`src/rtl/uart_tx_drain.sv`:
```
// uart_tx_drain: pops bytes from the TX FIFO and serialises them LSB-first
// as 8N1 UART frames on tx. Define UART_TX_PARITY_EN to insert an even
// parity bit between the data bits and the stop bit (8E1).
// All outputs are registered so tx never glitches.
module uart_tx_drain #(
    parameter int CLKS_PER_BIT = 5208,
    parameter int CNT_W        = 16
) (
    input  logic       clk,
    input  logic       reset,
    input  logic       enable,
    input  logic [7:0] fifoData,
    input  logic       fifoEmpty,
    output logic       fifoRe,
    output logic       tx,
    output logic       busy,
    output logic       txDone
);

`ifdef UART_TX_PARITY_EN
    typedef enum logic [2:0] {IDLE, LOAD, START, DATA, PARITY, STOP} state_t;
`else
    typedef enum logic [2:0] {IDLE, LOAD, START, DATA, STOP} state_t;
`endif

    // Last count of a bit period, and the count one before it (where the
    // registered txDone must be set so it is high on the final STOP cycle).
    localparam logic [CNT_W-1:0] LAST    = CNT_W'(CLKS_PER_BIT - 1);
    localparam logic [CNT_W-1:0] DONE_AT = CNT_W'(CLKS_PER_BIT - 2);

    state_t           state;
    logic [CNT_W-1:0] cnt;
    logic [2:0]       bit_idx;
    logic [7:0]       shift;
`ifdef UART_TX_PARITY_EN
    logic             par;
`endif

    // Frame sequencer: every output is updated on the same edge as the
    // state it belongs to, so tx/fifoRe/busy/txDone line up with the state.
    always_ff @(posedge clk) begin
        if (reset) begin
            state   <= IDLE;
            tx      <= 1'b1;
            fifoRe  <= 1'b0;
            busy    <= 1'b0;
            txDone  <= 1'b0;
            cnt     <= '0;
            bit_idx <= '0;
            shift   <= '0;
`ifdef UART_TX_PARITY_EN
            par     <= 1'b0;
`endif
        end else begin
            fifoRe <= 1'b0;
            txDone <= 1'b0;
            case (state)
                IDLE: begin
                    tx  <= 1'b1;
                    cnt <= '0;
                    if (enable && !fifoEmpty) begin
                        state  <= LOAD;
                        fifoRe <= 1'b1;
                        busy   <= 1'b1;
                    end else begin
                        busy <= 1'b0;
                    end
                end
                // Pop happens at the end of this cycle; capture the head byte.
                LOAD: begin
                    shift   <= fifoData;
`ifdef UART_TX_PARITY_EN
                    par     <= ^fifoData;
`endif
                    state   <= START;
                    tx      <= 1'b0;
                    cnt     <= '0;
                    bit_idx <= '0;
                end
                START: begin
                    if (cnt == LAST) begin
                        cnt   <= '0;
                        state <= DATA;
                        tx    <= shift[0];
                    end else begin
                        cnt <= cnt + 1'b1;
                    end
                end
                // tx already holds shift[0]; the next bit to drive is shift[1].
                DATA: begin
                    if (cnt == LAST) begin
                        cnt     <= '0;
                        shift   <= {1'b0, shift[7:1]};
                        bit_idx <= bit_idx + 1'b1;
                        if (bit_idx == 3'd7) begin
`ifdef UART_TX_PARITY_EN
                            state <= PARITY;
                            tx    <= par;
`else
                            state <= STOP;
                            tx    <= 1'b1;
`endif
                        end else begin
                            tx <= shift[1];
                        end
                    end else begin
                        cnt <= cnt + 1'b1;
                    end
                end
`ifdef UART_TX_PARITY_EN
                PARITY: begin
                    if (cnt == LAST) begin
                        cnt   <= '0;
                        state <= STOP;
                        tx    <= 1'b1;
                    end else begin
                        cnt <= cnt + 1'b1;
                    end
                end
`endif
                // End of stop: chain straight into LOAD when more data waits.
                STOP: begin
                    tx <= 1'b1;
                    if (cnt == DONE_AT) txDone <= 1'b1;
                    if (cnt == LAST) begin
                        cnt <= '0;
                        if (enable && !fifoEmpty) begin
                            state  <= LOAD;
                            fifoRe <= 1'b1;
                        end else begin
                            state <= IDLE;
                            busy  <= 1'b0;
                        end
                    end else begin
                        cnt <= cnt + 1'b1;
                    end
                end
                default: begin
                    state <= IDLE;
                    tx    <= 1'b1;
                    busy  <= 1'b0;
                    cnt   <= '0;
                end
            endcase
        end
    end

endmodule

```
`config.mk`:
```
export PLATFORM = sky130hd
export DESIGN_NAME = uart_tx_drain
export DESIGN_NICKNAME = d
export VERILOG_FILES = /design/src/rtl/uart_tx_drain.sv
export SDC_FILE = /design/constraint.sdc
export NUM_CORES = 1
export LEC_CHECK = 0
export CAP_MARGIN = 40
export CORE_MARGIN = 2
export CORE_UTILIZATION = 55
export CTS_BUF_LIST = sky130_fd_sc_hd__clkbuf_4 sky130_fd_sc_hd__clkbuf_8 sky130_fd_sc_hd__clkbuf_16
export DETAILED_ROUTE_END_ITERATION = 12
export PLACE_DENSITY = 0.76
export SYNTH_ARGS = -nofsm -noshare
export SYNTH_HDL_FRONTEND = slang
export SYNTH_SLANG_ARGS = --single-unit
```
`constraint.sdc`:
```
create_clock -name clk -period 2.29 [get_ports clk]
set_input_delay 0.3435 -clock clk [delete_from_list [all_inputs] [get_ports clk]]
set_output_delay 0.3435 -clock clk [all_outputs]
set_load 0.02 [all_outputs]
```
# Word-level counts from Yosys, hierarchy flattened
# Index checks and enable logic that the tools add are counted.
# classes
add_sub_neg,2
n_bitwise,3
n_mux,22
n_eq_ne,13
reduce_logical,12
# op_table
op,count
$eq A16 B13 Y1 const B,2
$mux W3,6
$add A16 B1 Y16 const B,1
$pmux W8 S2,1
$pmux W3 S5,1
$ne A2 B2 Y1 const B,6
$mux W1,9
$reduce_or A3 Y1,3
$mux W8,1
$eq A3 B2 Y1 const B,2
$eq A3 B3 Y1 const B,2
$pmux W1 S3,2
$pmux W3 S2,1
$reduce_and A5 Y1,1
$reduce_and A2 Y1,2
$add A3 B1 Y3 const B,1
$eq A3 B1 Y1 const B,1
$logic_not A3 Y1,1
$not A1 Y1,3
$reduce_and A3 Y1,1
$pmux W1 S2,1
$reduce_bool A2 Y1,1
$reduce_or A2 Y1,1
$logic_and A1 B1 Y1,1
$logic_not A1 Y1,1
# totals
register_bits,34
in_bits,12
out_inout_bits,4
elab_cells,60

# Longest topological paths before layout
# Gate-level depths: netlist of run 1.
# logic_depth
depth_word,5
mapped_depth,6

# Least setup slack after synthesis of run 1
# No wires, ideal clock.
# synth_path
path_type,register to register
startpoint,register cnt[7]
endpoint,register tx
setup_slack_ns,0.272
arrival_ns,1.877
path_buffers,0
stages_incl_launch_ff,5
setup_time_ns,0.141
required_ns,2.149
cell_sequence,dfxtp_1 or4b_4 or4_4 a2111oi_4 a31oi_1
# synth_between
elab_chain_len,3
elab_cells_between_ends,4
cone_classes,eq/ne (3); reduce/logical (1)
# synth_lines
element,line,rtl
"start, declared",32,logic [CNT_W-1:0] cnt;
"start signal, assigned",86,cnt <= cnt + 1'b1;
"start signal, assigned",107,cnt <= cnt + 1'b1;
"start signal, assigned",135,cnt <= cnt + 1'b1;
$eq A16 B13 Y1 *,"81, 91",
$ne A2 B2 Y1 (no source line),n/a,
$reduce_and A2 Y1 (no source line) *,n/a,
"end signal, assigned",84,tx <= shift[0];
"end signal, assigned",104,tx <= shift[1];
"end, declared",15,"output logic tx,"
# Mark *: on every way between the ends. The rest lies on a longest branch, timed or not.
# A chain may end at the register's enable or synchronous reset.

# Worst setup path in the final report of run 1
# Same ends and word-level chain as after synthesis.

==> reports/results.ini, run 1 <==
[floorplanning]
die_h_um=59.6
num_rows=20
die_area_um2=3550
coreArea_um2=3000
dieWidth_um=59.6
start_util=0.565
pin_count=16

[setup_path]
startpoint_type=flip-flop
rrSetupSlack_ns=0.20
path_cells=or4b_4, or4_4, a2111oi_4, a31oi_1
slowest_delay_ns=0.60
r2r_end=tx
ff2ff_path_depth=4
slowest_stage=or4b_4
worstReg2RegStart=cnt[7]
cp_top_family=simple AND/OR/NAND/NOR gates
critical_path_class=flip-flop to flip-flop
crit_required_ns=2.50
path_buf_inv=0
crit_fanout=6
arrival_ns=2.30
crit_path_end_kind=flip-flop

[power_and_ir_drop]
p_int_mw=0.858
powerDensity_nw_per_um2=557
p_seq_frac=0.550
p_leak_nw=0.600
pwr-share-clk=0.392
swShare=0.218
combPwrFrac=0.058
vdd_drop_max_v=0.000398
power.total_mw=1.10
power_switching_mw=0.238

[global_routing]
grt_pass1_wl_um=6200
groute.usage.overall=0.229
antenna_found_initial=0
grt_pass1_vias=1392
grt_max_degree=18
grt-ovfl-total=0

[layout]
final_util=0.656
layout_commonest_cell=dfxtp_1
final_cell_mix=dfxtp_1, nor2_1, nand2_1, a21oi_1, clkdlybuf4s50_1
drive_gt1_frac=0.0977
final_area_um2=1970
area_delta_synth_final_pct=16.0
fin_nets=230
antenna_cells=0

[clock_tree]
cts.hold.buffers_added=0
cts_tree=yes
worstSkewPairLatency_ns=0.33
cts_root_buf=clkbuf_4
cts.path.max_buffers=2
cts_resized=0
cts_buffers=5
post_cts_buffers=0
path_clk_slew_ns=0.11
htree_levels=2
clock_sinks=34

[placed_design]
place_area_um2=1890
dp_slack_ns=0.197
gp_congestion=0.776
dp_hpwl_um=2640
portBuffers=15

[sta]
timing.final.crit_share=0.913
worstMarginPinSlew_ns=0.889
fin_skew_ns=0.0109
rsz0062_at_grt=no
finalSetupViolCount=0
max-slew-margin-rel=0.406
finalHoldViolCount=0
min_period_ns=2.09
fmax_mhz=478
setup-tns-final_ns=0
final.setup.worst_slack_ns=0.199
drv_slew=0

[drt]
drt-vias-per-instance=5.94
ant_nets=0
post_drt_wl_per_cell_um=14.9
vias=1473
routed_wl_um=3710
post-route-drc-count=0
drt_pass1_iterations=4
initialDrtViolationCount=131

[worst_hold_path]
hold_class=flip-flop to flip-flop
hold_depth=1
min_from=cnt[0]
min_to=cnt[0]

[logic_synthesis]
ys_ff_latch=34
synth_flop_cell=dfxtp_1
avgSynthCellArea_um2=8.62
yosysSeqAreaShare=0.401
yosysWarnings=0
async_reset_ff_frac=0
synth_cell_type_count=36
netlist_area_um2=1700
postSynthCellCount=197
synth_fp_nets=213
synth_edf_count=0

[run_status]
status=complete, no violations

[job]
cap_violations=0

## cells by family (layout without fill, tap and decap cells)
| logic type | Yosys count | count (layout) | share of synthesized area |
|---|---|---|---|
| AND/OR/NAND/NOR | 94 | 94 | 0.318 |
| AO/OA/AOI/OAI | 35 | 35 | 0.146 |
| adder cells (fa/ha/maj) | 4 | 4 | 0.0295 |
| buffers and inverters | 17 | 35 | 0.0383 |
| flip-flops | 34 | 34 | 0.401 |
| XOR/XNOR | 13 | 13 | 0.0671 |
## cells in the mapped netlist (all sizes together) (3+ instances only)
cell | n | share of area
a21oi | 16 | 0.047
a221o | 7 | 0.041
a31oi | 5 | 0.018
clkbuf | 9 | 0.020
dfxtp | 34 | 0.40
ha | 4 | 0.029
inv | 6 | 0.013
nand2 | 16 | 0.035
nand2b | 3 | 0.011
nand3 | 12 | 0.035
nand3b | 7 | 0.031
nand4 | 5 | 0.018
nor2 | 20 | 0.044
nor3 | 8 | 0.024
nor3b | 4 | 0.018
nor4 | 5 | 0.027
o21ai | 3 | 0.0088
or4 | 3 | 0.015
or4b | 3 | 0.022
xnor2 | 11 | 0.057
## power groups by stage
stage / clock (mW) / sequential (mW) / combinational [mW]
global placement: 0 / 0.616 / 0.0619
global route: 0.462 / 0.604 / 0.0691
detailed placement: 0 / 0.617 / 0.0631
finish: 0.430 / 0.603 / 0.0634
CTS: 0.438 / 0.603 / 0.0636
floorplan: 0 / 0.617 / 0.0297
## routing by layer
layer | vias up | GRT usage | wire (µm)
met2 | 26 | 0.410 | 1910
met4 | 0 | 0.0476 | 13
met5 | - | 0 | 0
met1 | 699 | 0.274 | 1640
met3 | 2 | 0.0611 | 139
li1 | 746 | - | -
## worst max-delay path by stage
stage / from / end / slack (ns) / cells after the start
after floorplan: cnt[7] / tx / 0.27 / 4
after global routing: cnt[7] / cnt[13] / 0.11 / 4
after global placement: cnt[7] / tx / 0.24 / 4
final: cnt[7] / tx / 0.20 / 4
after CTS: cnt[7] / tx / 0.20 / 4
after detailed placement: cnt[7] / tx / 0.20 / 4
## metrics by stage
step | hold slack [ns] | instances
after floorplan | 0.430 | 197
after global placement | 0.444 | 240
after detailed placement | 0.460 | 240
after CTS | 0.486 | 248
after global routing | 0.524 | 248
final | 0.475 | 248
## area by class of cell
type	instances	area, µm²
clock buffer	5	37.5
clock inverter	3	40.0
fill	258	1030
inverter	6	22.5
multi-input combinational	146	952
sequential	34	681
tap	33	41.3
timing repair buffer	21	195
## state kept, by name, indices dropped and copies added, names as in the netlist
register and flops:
fifoRe 1, state 3, tx 1, cnt 16, busy 1, bit_idx 3, txDone 1, shift 8
## worst reg2reg max path: stages (launching register included)
cell	delay (ns)
dfxtp_1	0.37
or4b_4	0.60
or4_4	0.59
a2111oi_4	0.36
a31oi_1	0.06
Power figures use the tool's default switching activity.
==> inputs of run 2 (changes only) <==
--- a/config.mk
+++ b/config.mk
@@ -5,10 +5,11 @@
 export SDC_FILE = /design/constraint.sdc
 export NUM_CORES = 1
 export LEC_CHECK = 0
-export CAP_MARGIN = 40
+export CAP_MARGIN = 20
 export CORE_MARGIN = 2
 export CORE_UTILIZATION = 55
 export CTS_BUF_LIST = sky130_fd_sc_hd__clkbuf_4 sky130_fd_sc_hd__clkbuf_8 sky130_fd_sc_hd__clkbuf_16
+export CTS_CLUSTER_DIAMETER = 150
 export DETAILED_ROUTE_END_ITERATION = 12
 export PLACE_DENSITY = 0.76
 export SYNTH_ARGS = -nofsm -noshare
==> results of run 2 <==
No change in the layout: final DEF, timing and power equal those of run 1.
